==> config.mk <==
export PLATFORM = sky130hd
export DESIGN_NAME = uart_rx_word
export DESIGN_NICKNAME = d
export VERILOG_FILES = /design/src/rtl/uart_rx_word.sv
export SDC_FILE = /design/constraint.sdc
export NUM_CORES = 1
export LEC_CHECK = 0
export CORE_ASPECT_RATIO = 1.25
export CORE_MARGIN = 4
export CORE_UTILIZATION = 25
export CTS_CLUSTER_SIZE = 40
export DETAILED_ROUTE_END_ITERATION = 16
export SYNTH_ARGS = -nofsm -noshare
export SYNTH_HDL_FRONTEND = slang
export SYNTH_SLANG_ARGS = --single-unit
==> constraint.sdc <==
create_clock -name i_clk -period 6.6 [get_ports i_clk]
set_clock_uncertainty 0.15 [all_clocks]
set_input_delay 0.66 -clock i_clk [delete_from_list [all_inputs] [get_ports i_clk]]
set_output_delay 0.66 -clock i_clk [all_outputs]
set_load 0.02 [all_outputs]
==> src/rtl/uart_rx_word.sv <==
// 8N1 UART receiver that assembles four bytes, LSB first, into one 32-bit word.
// Start/stop validation, partial-word timeout and framing-error recovery included.
module uart_rx_word #(
    parameter int unsigned BAUD    = 104,
    parameter int unsigned TIMEOUT = 20 * BAUD
) (
    input  logic        i_clk,
    input  logic        i_rstn,
    input  logic        i_rx,
    output logic [31:0] o_data,
    output logic        o_valid,
    output logic        o_frame_err,
    output logic        o_busy
);
    localparam int unsigned BW = $clog2(BAUD);
    localparam int unsigned TW = $clog2(TIMEOUT + 1);
    localparam logic [BW-1:0] HALF_LD = BW'(BAUD / 2 - 1);
    localparam logic [BW-1:0] FULL_LD = BW'(BAUD - 1);
    localparam logic [TW-1:0] TO_LAST = TW'(TIMEOUT - 1);

    typedef enum logic [1:0] {StIdle, StStart, StData, StStop} state_e;

    logic [1:0]    r_sync;
    state_e        r_state;
    logic [BW-1:0] r_baud_cnt;
    logic [2:0]    r_bit_cnt;
    logic [1:0]    r_byte_cnt;
    logic [7:0]    r_shift;
    logic [23:0]   r_word;
    logic [TW-1:0] r_to_cnt;
    logic          r_armed;
    logic [31:0]   r_data;
    logic          r_valid;
    logic          r_frame_err;
    logic          r_busy;

    logic w_rx_s;
    logic w_baud_done;

    assign w_rx_s      = r_sync[1];
    assign w_baud_done = (r_baud_cnt == '0);

    always_ff @(posedge i_clk or negedge i_rstn) begin
        if (!i_rstn) begin
            r_sync <= 2'b11;
        end else begin
            r_sync <= {r_sync[0], i_rx};
        end
    end

    always_ff @(posedge i_clk or negedge i_rstn) begin
        if (!i_rstn) begin
            r_state     <= StIdle;
            r_baud_cnt  <= '0;
            r_bit_cnt   <= '0;
            r_byte_cnt  <= '0;
            r_shift     <= '0;
            r_word      <= '0;
            r_to_cnt    <= '0;
            r_armed     <= 1'b1;
            r_data      <= '0;
            r_valid     <= 1'b0;
            r_frame_err <= 1'b0;
            r_busy      <= 1'b0;
        end else begin
            r_valid     <= 1'b0;
            r_frame_err <= 1'b0;
            if (!w_baud_done) begin
                r_baud_cnt <= r_baud_cnt - 1'b1;
            end
            case (r_state)
                StIdle: begin
                    // After a bad stop bit the line must go high before a new start counts
                    if (w_rx_s) begin
                        r_armed <= 1'b1;
                    end
                    if (r_armed && !w_rx_s) begin
                        r_state    <= StStart;
                        r_bit_cnt  <= '0;
                        r_baud_cnt <= HALF_LD;
                        r_busy     <= 1'b1;
                    end else if (r_byte_cnt != '0) begin
                        if (r_to_cnt == TO_LAST) begin
                            r_byte_cnt <= '0;
                            r_to_cnt   <= '0;
                        end else begin
                            r_to_cnt <= r_to_cnt + 1'b1;
                        end
                    end
                end
                StStart: begin
                    if (w_baud_done) begin
                        if (w_rx_s) begin
                            r_state <= StIdle;
                            r_busy  <= 1'b0;
                        end else begin
                            r_state    <= StData;
                            r_baud_cnt <= FULL_LD;
                        end
                    end
                end
                StData: begin
                    if (w_baud_done) begin
                        r_shift    <= {w_rx_s, r_shift[7:1]};
                        r_baud_cnt <= FULL_LD;
                        r_bit_cnt  <= r_bit_cnt + 1'b1;
                        if (r_bit_cnt == 3'd7) begin
                            r_state <= StStop;
                        end
                    end
                end
                StStop: begin
                    if (w_baud_done) begin
                        r_state <= StIdle;
                        r_busy  <= 1'b0;
                        if (w_rx_s) begin
                            r_to_cnt   <= '0;
                            r_byte_cnt <= r_byte_cnt + 1'b1;
                            if (r_byte_cnt == 2'd3) begin
                                r_data  <= {r_shift, r_word};
                                r_valid <= 1'b1;
                            end else begin
                                r_word[{r_byte_cnt, 3'b000} +: 8] <= r_shift;
                            end
                        end else begin
                            r_frame_err <= 1'b1;
                            r_byte_cnt  <= '0;
                            r_to_cnt    <= '0;
                            r_armed     <= 1'b0;
                        end
                    end
                end
                default: r_state <= StIdle;
            endcase
        end
    end

    assign o_data      = r_data;
    assign o_valid     = r_valid;
    assign o_frame_err = r_frame_err;
    assign o_busy      = r_busy;

endmodule

==> summary.md, run 1 <==
| Metric | Value |
|---|---|
| Status | completed |
| Clk buf depth | 2 |
| Die area | 0.01917 mm2 |
| Final Non-Filler Cells | 660 |
| Cells after DPL | 644 |
| Largest family of logic cells by synthesized area | simple AND/OR/NAND/NOR gates |
| Starting Density | 0.2535 |
| Row count | 53 |
| Vias in the first global route | 3025 |
| XOR/XNOR Fraction of Synth Area | 0.01442 |
| RSZ-0062 raised after global routing | false |
| Post-DP Area | 0.004807 mm2 |
| Vias | 2958 |
| Crit-path max FO | 56 |
| NumNets Final | 448 |
| Sequential area share after synthesis | 0.5658 |
| DRC Markers | 0 |
| Final Max Tran Viols | 0 |
| Clock sink count | 96 |
| Syn Area/Cell | 10.53 um2 |
| Fmax | 302.3 MHz |
| Crit end category | flip-flop |
| H-tree Lvls | 3 |
| Synthesized instance count | 404 |
| Critical Path Start Type | flip-flop |
| WL final | 8.798 mm |
| Post-Syn Area | 0.004253 mm2 |
| # diodes | 0 |
| Routed Antenna Nets | 0 |
| Io pins | 38 |
| CP Data Arrival Time | 3380 ps |
| Static leakage | 2.113 nW |
| Ys Warns | 0 |
| First-pass GRT wire length | 15.34 mm |
| Iteration-0 DRC Markers | 143 |
| Worst ir drop on vdd | 0.1025 mV |
| Final Core Density | 0.3029 |
| Port Buffers | 37 |
| Per-cell routed wire length | 13.33 um |
| Layout cell share with drive strength beyond 1 | 0.1045 |
| FF+latch count, synth | 96 |
| Top FF cell, synth | dfrtp_1 |
| Min Hold Slack | 170.6 ps |
| Placer congestion estimate | 0.8177 |
| Gr ovfl total | 0 |
| Root buf cell | clkbuf_16 |
| Vias per inst | 4.482 |
| CTS hold repair buffers | 0 |
| Width of the die | 124.7 um |
| Final non-filler cell area | 0.005082 mm2 |
| Post-synth ARST share | 1.000 |
| Tcrit/Tclk final | 0.5011 |
| Setup TNS Final | 0 ps |
| Slew @ Worst Pin | 960.0 ps |
| Most frequent cells in the layout | dfrtp_1 (93), o21ai_0 (58), nand2_1 (47) |
| CTS Buf Count | 9 |
| Worst path required time | 6670 ps |
| Total track usage | 0.09707 |
| Post CTS Setup Buffer Count | 0 |
| Initial antenna violation count | 0 |
| Final setup viols | 0 |
| Crit Path Category | flip-flop to flip-flop |
| Fin. Hold Viols | 0 |
| Area Growth Syn to Fin | 19.51% |
| CTS tree | yes |
| Hold WC Path Type | primary input to asynchronous set/reset pin |
| Mux contribution to synthesized area | 0.04472 |
| Resized Gates After CTS | 0 |
| Largest net degree at the start of global routing | 57 |
| Clock Latency Late Sink | 340 ps |
| Unique masters post-synth | 46 |
| Die Ht | 153.8 um |
| Syn_nets | 417 |
| Most common cell after layout, fill and taps aside | dfrtp_1 |
| Post-synth EDFFs | 0 |
| Max-slew headroom | 0.3592 |
| Simple-gate share of the synthesized area | 0.1783 |
| Post-synthesis adder-cell area fraction | 0.02942 |
| Max_cap viols | 0 |
| Placed wire-length estimate | 6.158 mm |
| Pre-antenna DRT Iters | 5 |
| Clk slew on worst S/H paths | 60 ps |
| P per Cell Area | 260.8 mW/mm2 |
| Final min period | 3307 ps |
| Core ar. | 0.01678 mm2 |
| Compound-Gate Fraction of Synth Area | 0.1162 |
[kinds of logic (layout without fill, tap and decap cells)]
group | Yosys count | after routing
buffers and inverters | 49 | 85
DFF | 96 | 96
muxes | 17 | 17
xor gates and xnor gates | 7 | 7
and+or+nand+nor | 134 | 134
adders and majority gates | 10 | 10
AOI/OAI and AO/OA | 91 | 91
[worst max-delay path, cell delays in order (launching register included)]
cell and delay (ps):
dfrtp_1 420, inv_1 80, ha_1 180, or3b_4 420, nor4_4 450, nand3_2 880
mux2_2 580
[flip-flops by register name (all words and copies together), names as in the netlist, 2 cells and up, named ones only]
name and count:
r_baud_cnt 7, o_data 32, r_word 24, r_shift 8, r_byte_cnt 2, r_to_cnt 12
r_bit_cnt 3, r_sync 2
[per-layer routing]
metal  wire [um]  track usage  up-vias
li1            -            -     1458
met1        4029       0.1227     1450
met2        4372       0.1619       39
met3         252      0.02224       11
met4         142      0.03708        0
met5           0            0        -
[final cells by class]
| type | instances | area (um2) |
|---|---|---|
| Timing Repair Buffer | 38 | 375.4 |
| Tap cell | 220 | 275.3 |
| Fill cell | 1708 | 11700 |
| Inverter | 31 | 116.4 |
| Multi-Input combinational cell | 259 | 1634 |
| Clock inverter | 3 | 25.02 |
| Sequential cell | 96 | 2406 |
| Clock buffer | 13 | 250.2 |
[synthesized netlist by cell type (all sizes together) (7+ instances only)]
cell    number  area share
buf          8       0.015
ha          10       0.029
inv         31       0.027
nand2       47       0.041
mux2        16       0.042
dfrtp       93        0.55
or3          7       0.010
nor2        15       0.013
a21oi       11       0.013
o21ai       66       0.078
nand3       33       0.039
clkbuf      10      0.0088
[through the flow]
stage          setup slack, ps  power, mW
3_5_place_dp              3255     0.8505
5_1_grt                   2956      1.398
4_1_cts                   3260      1.340
6_report                  3293      1.326
3_3_place_gp              3426     0.8394
2_1_floorplan             4226     0.8008
[final timing paths]
check                                   startpoint                 endpoint  slack (ps)  cells after the start
setup / recovery           r_baud_cnt[0]$_DFF_PN0_   o_data[24]$_DFFE_PN0P_        3290                      6
hold / removal                              i_rstn  r_baud_cnt[5]$_DFF_PN0_         170                      1
setup reg to reg           r_baud_cnt[0]$_DFF_PN0_   o_data[24]$_DFFE_PN0P_        3290                      6
hold reg to reg                r_sync[0]$_DFF_PN1_      r_sync[1]$_DFF_PN1_         210                      0
max in group asynchronous                   i_rstn       o_busy$_DFFE_PN0P_        5060                      2
min in group i_clk             r_sync[0]$_DFF_PN1_      r_sync[1]$_DFF_PN1_         210                      0
[where the power goes]
part / total (mW) / leakage, nW / internal [mW] / switching (mW)
sequential: 0.674 / 1.31 / 0.623 / 0.0516
combinational: 0.168 / 0.677 / 0.0713 / 0.0970
clock: 0.483 / 0.130 / 0.268 / 0.215
total: 1.33 / 2.11 / 0.962 / 0.363
No activity file was read; power rests on OpenSTA's default activity.
==> run 2, diff against run 1 <==
==> constraint.sdc (replaced) <==
create_clock -name i_clk -period 3.3 [get_ports i_clk]
set_clock_uncertainty 0.15 [all_clocks]
set_input_delay 0.33 -clock i_clk [delete_from_list [all_inputs] [get_ports i_clk]]
set_output_delay 0.33 -clock i_clk [all_outputs]
set_load 0.02 [all_outputs]
==> run 2 against run 1 <==
Net effect:
- combinational power grew 99%
- flip-flop and latch count is the same
- die area is the same
- critical path depth grew 2
- via count grew 0.37%
- critical path type unchanged
- non-clock buffer count grew 5
- largest cell class unchanged
- utilization grew 0.47 points
- highest routed layer unchanged
==> summary.md, run 2 (synthesis gave the netlist of run 1 again) <==
| Metric | Value |
|---|---|
| Max-slew headroom | 0.4376 |
| Critical Path Start Type | flip-flop |
| Placed wire-length estimate | 6.250 mm |
| CP Data Arrival Time | 2780 ps |
| Worst path required time | 3410 ps |
| Hold WC Path Type | flip-flop to flip-flop |
| R2r worst-path depth | 8 |
| Final Max Tran Viols | 0 |
| Die Ht | 153.8 um |
| Largest net degree at the start of global routing | 57 |
| Slowest library cell on the worst path | nor4b_4 |
| Clk slew on worst S/H paths | 70 ps |
| WL final | 8.855 mm |
| RSZ-0062 raised after global routing | false |
| Fmax | 374.3 MHz |
| Clock Latency Late Sink | 350 ps |
| Max FFs per register | 32 |
| Per-cell routed wire length | 13.32 um |
| Gr ovfl total | 0 |
| Fin. Hold Viols | 0 |
| Iteration-0 DRC Markers | 146 |
| Port Buffers | 37 |
| Placer congestion estimate | 0.8249 |
| Metal-1 WL | 3.991 mm |
| Multi-input gate area | 0.001634 mm2 |
| First-pass GRT wire length | 14.90 mm |
| Crit end category | flip-flop |
| Sw frac | 0.2749 |
| Tcrit/Tclk final | 0.8095 |
| Total track usage | 0.09617 |
| Io pins | 38 |
| Max_cap viols | 0 |
| WL met3 | 289 um |
| Cell Chain, Critical Path | inv_1 > ha_1 > or3b_4 > nor4_4 > inv_2 > nor4b_4 > nand3_1 > o21ai_0 |
| Routed Antenna Nets | 0 |
| Sequential power share | 0.487 |
| DRC Markers | 0 |
| CTS Buf Count | 9 |
| Final non-filler cell area | 0.005161 mm2 |
| Most common cell after layout, fill and taps aside | dfrtp_1 |
| Static leakage | 2.159 nW |
| Cells on Worst Hold Path | 0 |
| Reg area | 0.002406 mm2 |
| Final min period | 2671 ps |
| Initial antenna violation count | 0 |
| Vias in the first global route | 2981 |
| Worst ir drop on vdd | 0.1966 mV |
| P_sw | 762.2 uW |
| NumNets Final | 453 |
| Clk buf depth | 2 |
| Starting Density | 0.2535 |
| # diodes | 0 |
| Crit Path Category | flip-flop to flip-flop |
| Clock sink count | 96 |
| Most frequent cells in the layout | dfrtp_1 (93), o21ai_0 (58), nand2_1 (47) |
| Post-DP Area | 0.004837 mm2 |
| Root buf cell | clkbuf_16 |
| H-tree Lvls | 3 |
| Crit-path max cell delay | 690 ps |
| Area Growth Syn to Fin | 21.36% |
| Slew @ Worst Pin | 841.8 ps |
| Clk pwr share | 0.393 |
| P_int | 2.011 mW |
| Core ar. | 0.01678 mm2 |
| Width of the die | 124.7 um |
| Resized Gates After CTS | 0 |
| Layout cell share with drive strength beyond 1 | 0.1191 |
| P per Cell Area | 537.2 mW/mm2 |
| Final setup viols | 0 |
| Status | completed |
| CTS tree | yes |
| Pre-antenna DRT Iters | 4 |
| Vias per inst | 4.465 |
| Crit-path max FO | 16 |
| Die area | 0.01917 mm2 |
| Fillers | 1712 |
| Routed met2 length | 4.425 mm |
| Vias | 2969 |
| Setup TNS Final | 0 ps |
| Top routing layer used | met4 |
| Combinational share of power | 0.121 |
| Row count | 53 |
==> run 2: critical path, delay by kind of cell, from the launching register on <==
kind                       cells  cell delay, ps
AOI/OAI and AO/OA              1             120
adders and majority gates      1             190
DFF                            1             420
buffers and inverters          2             260
and+or+nand+nor                4            1440
==> run 2: worst paths after layout <==
path                                         startpoint                      to  slack (ps)
worst max register to register  r_baud_cnt[0]$_DFF_PN0_   r_word[8]$_DFFE_PN0P_         630
min in group asynchronous                        i_rstn  o_data[26]$_DFFE_PN0P_         390
worst min-delay path                r_sync[0]$_DFF_PN1_     r_sync[1]$_DFF_PN1_         210
worst max-delay path            r_baud_cnt[0]$_DFF_PN0_   r_word[8]$_DFFE_PN0P_         630
max in group asynchronous                        i_rstn   r_word[8]$_DFFE_PN0P_        1820
worst min register to register      r_sync[0]$_DFF_PN1_     r_sync[1]$_DFF_PN1_         210
==> run 2: what timing repair did <==
action | in CTS | in global routing
setup buffers | 0 | 0
hold buffers | 1 | 0
endpoints found under the hold margin | 44 | 0
==> run 2: power by group through the flow <==
stage	clock, mW	sequential (mW)	combinational (mW)
finish	1.09	1.35	0.334
global route	1.18	1.36	0.378
CTS	1.12	1.35	0.341
detailed placement	0	1.37	0.338
global placement	0	1.36	0.319
floorplan	0	1.33	0.275
==> run 2: layer usage <==
| layer | global-route usage | vias to the layer above |
|---|---|---|
| met2 | 0.1621 | 35 |
| met5 | 0 | - |
| met4 | 0.03133 | 0 |
| met3 | 0.03092 | 13 |
| li1 | - | 1456 |
| met1 | 0.1167 | 1465 |
==> run 2: through the flow <==
stage          utilization  setup slack, ps  hold slack [ps]  instances  total power [mW]
2_1_floorplan            -            925.5           -115.6        404             1.602
3_3_place_gp        0.2883            759.7            196.5        648             1.682
3_5_place_dp        0.2883            671.1            198.7        648             1.707
4_1_cts             0.3076            621.0            208.6        665             2.807
5_1_grt             0.3076            350.4            214.6        665             2.917
6_report            0.3076            628.6            206.7        665             2.773
==> run 2: area by class of cell <==
class / count / area share
clock buffer: 10 / 0.04630
clock inverter: 6 / 0.01455
inverter: 31 / 0.02255
multi-input combinational: 259 / 0.3166
sequential: 96 / 0.4662
tap: 220 / 0.05333
timing repair buffer: 43 / 0.08048
==> run 3, diff against run 2 <==
==> constraint.sdc (replaced) <==
create_clock -name i_clk -period 2.75 [get_ports i_clk]
set_clock_uncertainty 0.15 [all_clocks]
set_input_delay 0.275 -clock i_clk [delete_from_list [all_inputs] [get_ports i_clk]]
set_output_delay 0.275 -clock i_clk [all_outputs]
set_load 0.02 [all_outputs]
==> run 3 against run 2 <==
Net effect:
- critical path depth is 2 higher
- wire length is 1.4% lower
- flip-flop and latch count stayed put
- critical path type unchanged
- highest routed layer unchanged
==> summary.md, run 3 (synthesis gave the netlist of run 1 again) <==
| Metric | Value |
|---|---|
| Status | completed |
| Io pins | 38 |
| Starting Density | 0.2535 |
| Row count | 53 |
| CTS Buf Count | 9 |
| NumNets Final | 459 |
| Largest net degree at the start of global routing | 66 |
| Placer congestion estimate | 0.8318 |
| Setup TNS Final | 0 ps |
| Grt met1 use | 0.1241 |
| RSZ-0062 raised after global routing | false |
| Clock sink count | 96 |
| Initial antenna violation count | 0 |
| WP buf/inv | 2 |
| Root buf cell | clkbuf_16 |
| Post CTS Setup Buffer Count | 0 |
| R2r startpoint | r_baud_cnt[0]$_DFF_PN0_ |
| Met3 Use GR | 0.02641 |
| Slowest library cell on the worst path | dfrtp_1 |
| Max FFs per register | 32 |
| R2r worst-path depth | 10 |
| Max_cap viols | 0 |
| Worst reg-to-reg setup slack | 210 ps |
| P per Cell Area | 618.5 mW/mm2 |
| Pre-CTS setup slack | 283.1 ps |
| CTS hold repair buffers | 1 |
| Port Buffers | 37 |
| Fin. Hold Viols | 0 |
| Worst hold endpoint | r_sync[0]$_DFF_PN1_ |
| GRT busiest layer | met2 |
| Pre-antenna DRT Iters | 4 |
| First-pass GRT wire length | 15.57 mm |
| Worst hold start | i_rx |
| Area Growth Syn to Fin | 21.65% |
| Worst ir drop on vdd | 0.2961 mV |
| DRC Markers | 0 |
| CTS tree | yes |
| Min Hold Slack | 188.4 ps |
| Layout cell share with drive strength beyond 1 | 0.1267 |
| Most common cell after layout, fill and taps aside | dfrtp_1 |
| Min setup slack post-route | 212.9 ps |
| Gr ovfl total | 0 |
| Slew @ Worst Pin | 818.4 ps |
| CP Data Arrival Time | 2640 ps |
| Total track usage | 0.09820 |
| WL final | 8.733 mm |
| Routed Antenna Nets | 0 |
| Tcrit/Tclk final | 0.9226 |
| Per-cell routed wire length | 13.03 um |
| Vias in the first global route | 3187 |
| Cell Chain, Critical Path | inv_1 > ha_1 > or3b_4 > nor4_4 > inv_2 > ha_1 > nand2_1 > a21oi_1 > o311ai_0 > o211ai_1 |
| Grt met2 use | 0.1629 |
| Clk slew on worst S/H paths | 60 ps |
| Most frequent cells in the layout | dfrtp_1 (93), o21ai_0 (58), nand2_1 (47) |
| Crit Path Category | flip-flop to flip-flop |
| Crit end category | flip-flop |
| Core ar. | 0.01678 mm2 |
| Die Ht | 153.8 um |
| Final min period | 2537 ps |
| Final setup viols | 0 |
| Vias | 3029 |
| Tot Pwr | 3.200 mW |
| Die area | 0.01917 mm2 |
| Final non-filler cell area | 0.005174 mm2 |
| Final Core Density | 0.3084 |
| Width of the die | 124.7 um |
| Cells after DPL | 654 |
| Hold WC Path Type | primary input to flip-flop |
| Critical path's top delay family | simple AND/OR/NAND/NOR gates |
| Clk buf depth | 2 |
| Post-DP Area | 0.004882 mm2 |
| Reg2reg end | r_baud_cnt[0]$_DFF_PN0_ |
| Vias per inst | 4.521 |
| Iteration-0 DRC Markers | 122 |
| Crit-path max FO | 10 |
| Critical path's most frequent cell | ha_1 |
| Worst path required time | 2850 ps |
| Critical Path Start Type | flip-flop |
| H-tree Lvls | 3 |
| Static leakage | 2.172 nW |
| Resized Gates After CTS | 0 |
| Placed wire-length estimate | 6.026 mm |
| Max-slew headroom | 0.4544 |
| Fmax | 394.1 MHz |
| Final Non-Filler Cells | 670 |
| Final Max Tran Viols | 0 |
| Clock Latency Late Sink | 340 ps |
| # diodes | 0 |
| Cells on Worst Hold Path | 1 |
| Crit-path max cell delay | 430 ps |
-- run 3: changes by cell type in the layout (fill, tap and decap cells not counted) --
cell	delta
buf_4	+6
bufinv_16	-1
clkbuf_1	+1
clkbuf_8	+1
inv_6	-1
inv_8	-1
-- run 3: worst max-delay path by stage --
| stage | endpoint | cells past startpoint | startpoint | slack [ps] |
|---|---|---|---|---|
| detailed placement | r_baud_cnt[0]$_DFF_PN0_ | 9 | r_baud_cnt[0]$_DFF_PN0_ | 280 |
| floorplan | r_shift[2]$_DFFE_PN0P_ | 8 | r_baud_cnt[0]$_DFF_PN0_ | 380 |
| global route | r_baud_cnt[0]$_DFF_PN0_ | 10 | r_baud_cnt[0]$_DFF_PN0_ | 70 |
| finish | r_baud_cnt[0]$_DFF_PN0_ | 10 | r_baud_cnt[0]$_DFF_PN0_ | 210 |
| CTS | r_baud_cnt[0]$_DFF_PN0_ | 10 | r_baud_cnt[0]$_DFF_PN0_ | 220 |
| global placement | o_data[31]$_DFFE_PN0P_ | 8 | r_baud_cnt[0]$_DFF_PN0_ | 350 |
-- run 3: final cells by class --
| type | instances | area, um2 |
|---|---|---|
| clock inverters | 3 | 25.02 |
| repair buffers | 49 | 460.4 |
| well taps | 220 | 275.3 |
| fillers | 1695 | 11600 |
| inverters | 31 | 116.4 |
| clock buffers | 12 | 256.5 |
| multi-input cells | 259 | 1634 |
| flip-flops and latches | 96 | 2406 |
-- run 3: power by group --
| group | internal (mW) | total (mW) | leakage [nW] | switching [mW] |
|---|---|---|---|---|
| registers | 1.49 | 1.60 | 1.31 | 0.106 |
| clock network | 0.662 | 1.17 | 0.135 | 0.510 |
| logic | 0.182 | 0.427 | 0.731 | 0.245 |
| total | 2.34 | 3.20 | 2.17 | 0.860 |
-- run 3: worst reg2reg max path, cell delays in order (launching register included) --
cell	delay, ps
dfrtp_1	430
inv_1	80
ha_1	170
or3b_4	420
nor4_4	190
inv_2	180
ha_1	350
nand2_1	70
a21oi_1	150
o311ai_0	150
o211ai_1	120
-- run 3: per-layer routing --
layer | share of wire | vias up | wire length [um]
met3 | 0.035 | 9 | 309
met1 | 0.44 | 1489 | 3825
met4 | 0.015 | 0 | 127
met5 | 0 | - | 0
met2 | 0.51 | 55 | 4471
li1 | - | 1476 | -
